===== src/rtl/sme_pkg.sv =====
// Shared constants and state encoding for the string matching engine.
package sme_pkg;

  localparam logic [7:0] CHAR_SPACE  = 8'h20;
  localparam logic [7:0] CHAR_CARET  = 8'h5E;
  localparam logic [7:0] CHAR_DOLLAR = 8'h24;
  localparam logic [7:0] CHAR_DOT    = 8'h2E;

  typedef enum logic [2:0] {
    S_IDLE,
    S_STR,
    S_PAT,
    S_EVAL,
    S_OUT
  } sme_state_e;

endpackage


===== src/rtl/sme_vec_reduce.sv =====
// Lowest-set-bit encoder and popcount over the candidate vector (combinational).
module sme_vec_reduce #(
  parameter int unsigned STR_DEPTH = 32
) (
  input  logic [STR_DEPTH-1:0]           i_vec,
  output logic                           o_any_c,
  output logic [$clog2(STR_DEPTH)-1:0]   o_low_c,
  output logic [$clog2(STR_DEPTH+1)-1:0] o_cnt_c
);
  localparam int unsigned IDX_W = $clog2(STR_DEPTH);
  localparam int unsigned CNT_W = $clog2(STR_DEPTH+1);

  assign o_any_c = |i_vec;

  always_comb begin
    o_low_c = '0;
    o_cnt_c = '0;
    for (int i = int'(STR_DEPTH) - 1; i >= 0; i--) begin
      if (i_vec[i]) o_low_c = IDX_W'(i);
    end
    for (int i = 0; i < int'(STR_DEPTH); i++) begin
      o_cnt_c = o_cnt_c + CNT_W'(i_vec[i]);
    end
  end

endmodule


===== src/rtl/sme_multi.sv =====
// String matching engine: buffers a string, then shift-and matches a streamed
// pattern with '.', leading '^' and trailing '$' support.
module sme_multi
  import sme_pkg::*;
#(
  parameter int unsigned CHAR_W    = 8,
  parameter int unsigned STR_DEPTH = 32,
  parameter int unsigned PAT_DEPTH = 16
) (
  input  logic                           clk,
  input  logic                           reset,
  input  logic [CHAR_W-1:0]              chardata,
  input  logic                           isstring,
  input  logic                           ispattern,
  output logic                           valid,
  output logic                           match,
  output logic [$clog2(STR_DEPTH)-1:0]   match_index,
  output logic [$clog2(STR_DEPTH+1)-1:0] match_count,
  output logic                           str_ovf,
  output logic                           pat_ovf
);
  localparam int unsigned IDX_W  = $clog2(STR_DEPTH);
  localparam int unsigned LEN_W  = $clog2(STR_DEPTH+1);
  localparam int unsigned NTOK_W = $clog2(PAT_DEPTH+2);

  localparam logic [CHAR_W-1:0] C_SPACE  = CHAR_W'(CHAR_SPACE);
  localparam logic [CHAR_W-1:0] C_CARET  = CHAR_W'(CHAR_CARET);
  localparam logic [CHAR_W-1:0] C_DOLLAR = CHAR_W'(CHAR_DOLLAR);
  localparam logic [CHAR_W-1:0] C_DOT    = CHAR_W'(CHAR_DOT);

  sme_state_e               r_state, w_state, w_state_nx;
  logic [CHAR_W-1:0]        r_str [STR_DEPTH];
  logic [LEN_W-1:0]         r_len, w_len_nx;
  logic                     r_str_ovf, w_str_ovf_nx;
  logic [STR_DEPTH-1:0]     r_cand, w_cand_nx;
  logic [NTOK_W-1:0]        r_ntok, w_ntok_nx, w_ntok_inc, w_fin_ntok;
  logic                     r_caret, w_caret_nx, r_seen, w_seen_nx;
  logic                     r_pend_vld, w_pend_vld_nx;
  logic [CHAR_W-1:0]        r_pend_tok, w_pend_tok_nx;
  logic                     w_str_we, w_consume, w_fresh, w_out_ld;
  logic [IDX_W-1:0]         w_str_addr;
  logic [STR_DEPTH-1:0]     w_eq, w_inlen, w_ws, w_prev, w_nsp, w_last;
  logic [STR_DEPTH-1:0]     w_step, w_filt, w_fin_cand;
  logic                     w_any, w_pat_ovf, w_degen;
  logic [IDX_W-1:0]         w_low;
  logic [LEN_W-1:0]         w_cnt;
  logic                     w_valid_nx, w_match_nx, w_sovf_nx, w_povf_nx;
  logic [IDX_W-1:0]         w_index_nx;
  logic [LEN_W-1:0]         w_count_nx;

  // The first ispattern=0 cycle after a pattern is the evaluation cycle.
  assign w_state = (r_state == S_PAT && !ispattern) ? S_EVAL : r_state;

  for (genvar g = 0; g < int'(STR_DEPTH); g++) begin : g_pos
    assign w_eq[g]    = (r_pend_tok == C_DOT) || (r_str[g] == r_pend_tok);
    assign w_inlen[g] = 32'(g) < 32'(r_len);
    assign w_last[g]  = (32'(g) + 32'd1) == 32'(r_len);
    if (g == 0) begin : g_lo
      assign w_ws[g]   = 1'b1;
      assign w_prev[g] = 1'b0;
    end else begin : g_mid
      assign w_ws[g]   = r_str[g-1] == C_SPACE;
      assign w_prev[g] = r_cand[g-1];
    end
    if (g == int'(STR_DEPTH) - 1) begin : g_hi
      assign w_nsp[g] = 1'b0;
    end else begin : g_nhi
      assign w_nsp[g] = r_str[g+1] == C_SPACE;
    end
  end

  // Tokens are applied one cycle late so a trailing '$' can be recognised.
  assign w_step     = (r_ntok == '0) ? (w_inlen & w_eq & (r_caret ? w_ws : '1))
                                     : (w_prev & w_eq & w_inlen);
  assign w_filt     = r_cand & (w_last | w_nsp);
  assign w_ntok_inc = (32'(r_ntok) > 32'(PAT_DEPTH)) ? r_ntok : r_ntok + NTOK_W'(1);
  assign w_fin_cand = !r_pend_vld ? r_cand : (r_pend_tok == C_DOLLAR) ? w_filt : w_step;
  assign w_fin_ntok = (r_pend_vld && r_pend_tok != C_DOLLAR) ? w_ntok_inc : r_ntok;
  assign w_pat_ovf  = 32'(w_fin_ntok) > 32'(PAT_DEPTH);
  assign w_degen    = (w_fin_ntok == '0) || (32'(w_fin_ntok) > 32'(r_len)) || w_pat_ovf;

  sme_vec_reduce #(.STR_DEPTH(STR_DEPTH)) u_reduce (
    .i_vec   (w_fin_cand),
    .o_any_c (w_any),
    .o_low_c (w_low),
    .o_cnt_c (w_cnt)
  );

  always_comb begin
    w_state_nx   = w_state;
    w_str_we     = 1'b0;
    w_str_addr   = IDX_W'(r_len);
    w_len_nx     = r_len;
    w_str_ovf_nx = r_str_ovf;
    w_consume    = 1'b0;
    w_fresh      = 1'b0;
    w_out_ld     = 1'b0;
    case (w_state)
      S_IDLE, S_OUT: begin
        if (isstring) begin
          w_state_nx   = S_STR;
          w_str_we     = 1'b1;
          w_str_addr   = '0;
          w_len_nx     = LEN_W'(1);
          w_str_ovf_nx = 1'b0;
        end else if (ispattern) begin
          w_state_nx = S_PAT;
          w_consume  = 1'b1;
          w_fresh    = 1'b1;
        end else begin
          w_state_nx = S_IDLE;
        end
      end
      S_STR: begin
        if (isstring) begin
          if (32'(r_len) < 32'(STR_DEPTH)) begin
            w_str_we = 1'b1;
            w_len_nx = r_len + LEN_W'(1);
          end else begin
            w_str_ovf_nx = 1'b1;
          end
        end else if (ispattern) begin
          w_state_nx = S_PAT;
          w_consume  = 1'b1;
          w_fresh    = 1'b1;
        end else begin
          w_state_nx = S_IDLE;
        end
      end
      S_PAT:   w_consume = 1'b1;
      S_EVAL: begin
        w_state_nx = S_OUT;
        w_out_ld   = 1'b1;
      end
      default: w_state_nx = S_IDLE;
    endcase
  end

  // Pattern token context.
  always_comb begin
    w_cand_nx     = r_cand;
    w_ntok_nx     = r_ntok;
    w_caret_nx    = r_caret;
    w_seen_nx     = r_seen;
    w_pend_vld_nx = r_pend_vld;
    w_pend_tok_nx = r_pend_tok;
    if (w_consume) begin
      if (w_fresh) begin
        w_cand_nx     = '0;
        w_ntok_nx     = '0;
        w_caret_nx    = 1'b0;
        w_seen_nx     = 1'b0;
        w_pend_vld_nx = 1'b0;
      end
      if (!w_seen_nx && chardata == C_CARET) begin
        w_caret_nx = 1'b1;
        w_seen_nx  = 1'b1;
      end else begin
        if (w_pend_vld_nx) begin
          w_cand_nx = w_step;
          w_ntok_nx = w_ntok_inc;
        end
        w_seen_nx     = 1'b1;
        w_pend_vld_nx = 1'b1;
        w_pend_tok_nx = chardata;
      end
    end else if (w_out_ld) begin
      w_cand_nx     = w_fin_cand;
      w_ntok_nx     = w_fin_ntok;
      w_pend_vld_nx = 1'b0;
    end
  end

  always_comb begin
    w_valid_nx = 1'b0;
    w_match_nx = match;
    w_index_nx = match_index;
    w_count_nx = match_count;
    w_sovf_nx  = str_ovf;
    w_povf_nx  = pat_ovf;
    if (w_out_ld) begin
      w_valid_nx = 1'b1;
      w_match_nx = !w_degen && w_any;
      w_index_nx = (w_degen || !w_any) ? '0
                 : IDX_W'(32'(w_low) + 32'd1 - 32'(w_fin_ntok));
      w_count_nx = w_degen ? '0 : w_cnt;
      w_sovf_nx  = r_str_ovf;
      w_povf_nx  = w_pat_ovf;
    end
  end

  always_ff @(posedge clk or posedge reset) begin
    if (reset) begin
      r_state     <= S_IDLE;
      r_len       <= '0;
      r_str_ovf   <= 1'b0;
      r_cand      <= '0;
      r_ntok      <= '0;
      r_caret     <= 1'b0;
      r_seen      <= 1'b0;
      r_pend_vld  <= 1'b0;
      r_pend_tok  <= '0;
      valid       <= 1'b0;
      match       <= 1'b0;
      match_index <= '0;
      match_count <= '0;
      str_ovf     <= 1'b0;
      pat_ovf     <= 1'b0;
    end else begin
      r_state     <= w_state_nx;
      r_len       <= w_len_nx;
      r_str_ovf   <= w_str_ovf_nx;
      r_cand      <= w_cand_nx;
      r_ntok      <= w_ntok_nx;
      r_caret     <= w_caret_nx;
      r_seen      <= w_seen_nx;
      r_pend_vld  <= w_pend_vld_nx;
      r_pend_tok  <= w_pend_tok_nx;
      valid       <= w_valid_nx;
      match       <= w_match_nx;
      match_index <= w_index_nx;
      match_count <= w_count_nx;
      str_ovf     <= w_sovf_nx;
      pat_ovf     <= w_povf_nx;
    end
  end

  // String storage needs no reset; r_len bounds every read.
  always_ff @(posedge clk) begin
    if (w_str_we) r_str[w_str_addr] <= chardata;
  end

endmodule

===== config.mk =====
export PLATFORM = sky130hd
export DESIGN_NAME = sme_multi
export DESIGN_NICKNAME = d
export VERILOG_FILES = /design/src/rtl/sme_pkg.sv /design/src/rtl/sme_vec_reduce.sv /design/src/rtl/sme_multi.sv
export SDC_FILE = /design/constraint.sdc
export NUM_CORES = 1
export LEC_CHECK = 0
export CORE_UTILIZATION = 58
export DETAILED_ROUTE_END_ITERATION = 8
export HOLD_SLACK_MARGIN = 0.03
export PLACE_DENSITY_LB_ADDON = 0.3
export SLEW_MARGIN = 20
export SYNTH_ARGS = -nofsm -noshare
export SYNTH_HDL_FRONTEND = slang
export SYNTH_SLANG_ARGS = --single-unit

===== constraint.sdc =====
create_clock -name clk -period 8.2 [get_ports clk]
set_clock_uncertainty 0.2 [all_clocks]
set_input_delay 2.05 -clock clk [delete_from_list [all_inputs] [get_ports clk]]
set_output_delay 2.05 -clock clk [all_outputs]
set_load 0.05 [all_outputs]

==> impl_metrics.py <==
metrics = {
    "finish": {
        "area.growth.synth_to_final_pct": 10.3,
        "final_util": 0.655,
        "drive_gt1_frac": 0.0966,
        "design_area_um2": 20100,
        "nets": 1641,
        "antenna_cells": 0,
        "final_cells": 2000,
    },
    "clock_network": {
        "post_cts_buffers": 0,
        "cts-buffers-inserted": 36,
        "cts.sinks": 329,
        "cts_hold_buffers": 0,
        "cts_tree": "built",
        "clkSlewWorstSetupHoldPaths_ps": 50,
        "worstSkewPairLatency_ps": 540,
        "root_buffer": "clkbuf_16",
        "cts_resized": 0,
        "cts_buffer_depth": 3,
        "htree_levels": 2,
    },
    "logic_synthesis": {
        "syn_avg_cell_area_um2": 11.7,
        "netlist.top_cell.by_area": "edfxtp_1",
        "async_reset_ff_frac": 0.222,
        "synth.most_common_cell": "edfxtp_1",
        "ys.flop_type": "edfxtp_1",
        "yosys_warnings": 0,
        "synth_area_um2": 18200,
        "ys_ff_latch": 329,
        "synth_top_area_share": 0.421,
        "synth.net_count": 1617,
        "synthTopCellsByArea": "edfxtp_1 (42%), dfrtp_1 (10%), xor2_1 (8.6%), xnor2_1 (4.2%), nor4_1 (2.8%)",
        "seq_area_frac_synth": 0.521,
        "synthTopCellsByCount": "edfxtp_1 (256), xor2_1 (180), xnor2_1 (88)",
        "ys_types": 90,
        "synth_edf_count": 256,
        "syn_inst": 1553,
    },
    "pwr": {
        "p_int_mw": 3.53,
        "power_frac_seq": 0.348,
        "combPwrFrac": 0.371,
        "leakagePower_nw": 7.15,
        "report.power.total_mw": 5.72,
        "p_sw_frac": 0.383,
        "power.switching_mw": 2.19,
        "peakVddDrop_mv": 0.182,
        "powerDensity_nw_per_um2": 284,
        "clockPowerShare": 0.281,
    },
    "timing": {
        "max_freq_mhz": 135,
        "setup_viol": 0,
        "drv_slew": 0,
        "hold_violations": 0,
        "max_slew_margin": 0.241,
        "fin_crit_sh": 0.905,
        "period_needed_ps": 7420,
        "worstMarginPinSlew_ps": 1130,
        "rsz0062_at_grt": "false",
        "finalSetupTns_ps": 0,
    },
    "global_route": {
        "grt_pass1_wl_mm": 82.3,
        "antenna_found_initial": 0,
        "grt_max_degree": 38,
        "grt_pass1_vias": 13466,
        "grt.overflow.total": 0,
        "grt.total_usage": 0.348,
    },
    "die": {
        "num_rows": 64,
        "die_w_um": 179,
        "dieArea_um2": 32200,
        "ios": 27,
        "initial_utilization": 0.593,
        "die_h_um": 179,
        "core_area_um2": 30700,
    },
    "route": {
        "detail-route-antenna-nets": 0,
        "wire_per_inst_um": 27.4,
        "drc": 0,
        "routed_via_density": 6.86,
        "first_pass_iters": 8,
        "drt_iter0_drc": 1714,
        "vias": 13727,
        "routed_wirelength_mm": 54.9,
    },
    "placement": {
        "placement.io_buffers": 26,
        "placed_area_um2": 18900,
        "gp_congestion": 1.05,
        "dp.cells": 1935,
        "hpwl_mm": 36.9,
    },
    "worst_setup_path": {
        "r2r_end": "match_count[4]",
        "crit_path_max_fanout": 10,
        "cp_cell_sequence": "buf_4, or4_1, o21ai_0, a41oi_1, inv_1, fa_1, fa_1, fa_1, fa_1, fa_1, inv_1, fa_1, fa_1, fa_1, inv_1, a21o_1, a21oi_1, xor2_1, o21ai_0",
        "r2r_cells": 19,
        "r2r_start": "r_pend_tok[7]",
        "cp.required_ps": 8420,
        "arrival_ps": 7640,
        "critPathMaxStageDelay_ps": 610,
        "rrSetupSlack_ps": 780,
        "path_class": "flip-flop to flip-flop",
        "crit_path_frequent_cell": "fa_1",
        "start_kind": "flip-flop",
        "cp-end-kind": "flip-flop",
        "cp_slowest_cell": "a41oi_1",
    },
    "outcome": {
        "status": "completed",
    },
    "run": {
        "maxCapViolCount": 0,
    },
    "worst_hold_path": {
        "holdPathStages": 2,
        "hold_path_class": "flip-flop to flip-flop",
        "whs_endpoint": "str_ovf",
        "min_from": "r_str_ovf",
    },
}
[metrics by stage]
stage / worst slack [ps] / hold WS [ps]
after floorplan: 1330 / 236
final: 781 / 272
after CTS: 851 / 279
after global placement: 1070 / 253
after global routing: 323 / 303
after detailed placement: 904 / 267
[critical path: cells and delay by family, from the launching register on]
family | cells | cell delay [ps]
compound gates | 5 | 1350
fa+ha+maj | 8 | 3810
flops | 1 | 600
simple gates | 1 | 590
xor+xnor | 1 | 140
buf+inv | 4 | 620
[cells by family (layout without fill, tap and decap cells)]
logic type,Yosys count,count (layout),share of synthesized area
fa+ha+maj,52,52,0.0459
simple gates,420,420,0.133
flops,329,329,0.521
xor+xnor,268,268,0.129
compound gates,305,305,0.123
mux,9,9,0.00555
buf+inv,170,221,0.0423
[cells in the final DEF, fill, tap and decap left out, types with 25 or more instances in the layout]
cell             synthesis  layout
a21oi_1                 54      54
ha_1                    27      27
inv_1                   81      80
dfrtp_1                 73      65
nand4_1                 31      31
clkdlybuf4s50_1          0      26
nor4_1                  81      81
xor2_1                 180     180
a22o_1                  26      26
clkbuf_16                0      37
nand2_1                 81      81
fa_1                    25      25
edfxtp_1               256     256
nor2_1                  73      73
xnor2_1                 88      88
o21ai_0                 56      55
nand3_1                 32      32
buf_4                   12      46
[how the worst max path moves through the flow]
stage                        startpoint              to  cells past startpoint
after floorplan               r_ntok[0]  match_count[4]                     25
after global placement        r_ntok[0]  match_count[4]                     24
after detailed placement      r_ntok[0]  match_count[4]                     24
after CTS                     r_ntok[0]  match_count[4]                     24
after global routing          r_ntok[0]  match_count[4]                     24
final                     r_pend_tok[7]  match_count[4]                     19
[power by group through the flow]
stage / Combinational (mW) / Sequential, mW / Clock, mW
2_1_floorplan: 1.50 / 1.95 / 0
3_3_place_gp: 2.01 / 2.01 / 0
3_5_place_dp: 2.05 / 2.01 / 0
4_1_cts: 2.07 / 1.98 / 1.62
5_1_grt: 2.24 / 1.99 / 1.68
6_report: 2.12 / 1.99 / 1.61
[layout make-up]
| type | count | area (um2) |
|---|---|---|
| Timing Repair Buffer | 74 | 646 |
| Multi-Input combinational cell | 1054 | 7980 |
| Fill cell | 2295 | 10600 |
| Clock inverter | 17 | 190 |
| Clock buffer | 48 | 977 |
| Sequential cell | 329 | 9520 |
| Tap cell | 396 | 495 |
| Inverter | 82 | 309 |
[registers in the layout (all words and copies together) (netlist names), 3 cells and up]
| name | flops |
|---|---|
| match_count | 6 |
| match_index | 5 |
| r_cand | 32 |
| r_len | 6 |
| r_ntok | 5 |
| r_pend_tok | 8 |
| r_state | 3 |
| r_str | 256 |
[layer usage]
layer | up-vias | GRT usage | share of wire
met1 | 6778 | 0.474 | 0.39
met5 | - | 0 | 0
li1 | 5862 | - | -
met3 | 180 | 0.0768 | 0.11
met2 | 907 | 0.534 | 0.45
met4 | 0 | 0.161 | 0.048
(Power assumes the default switching activity.)
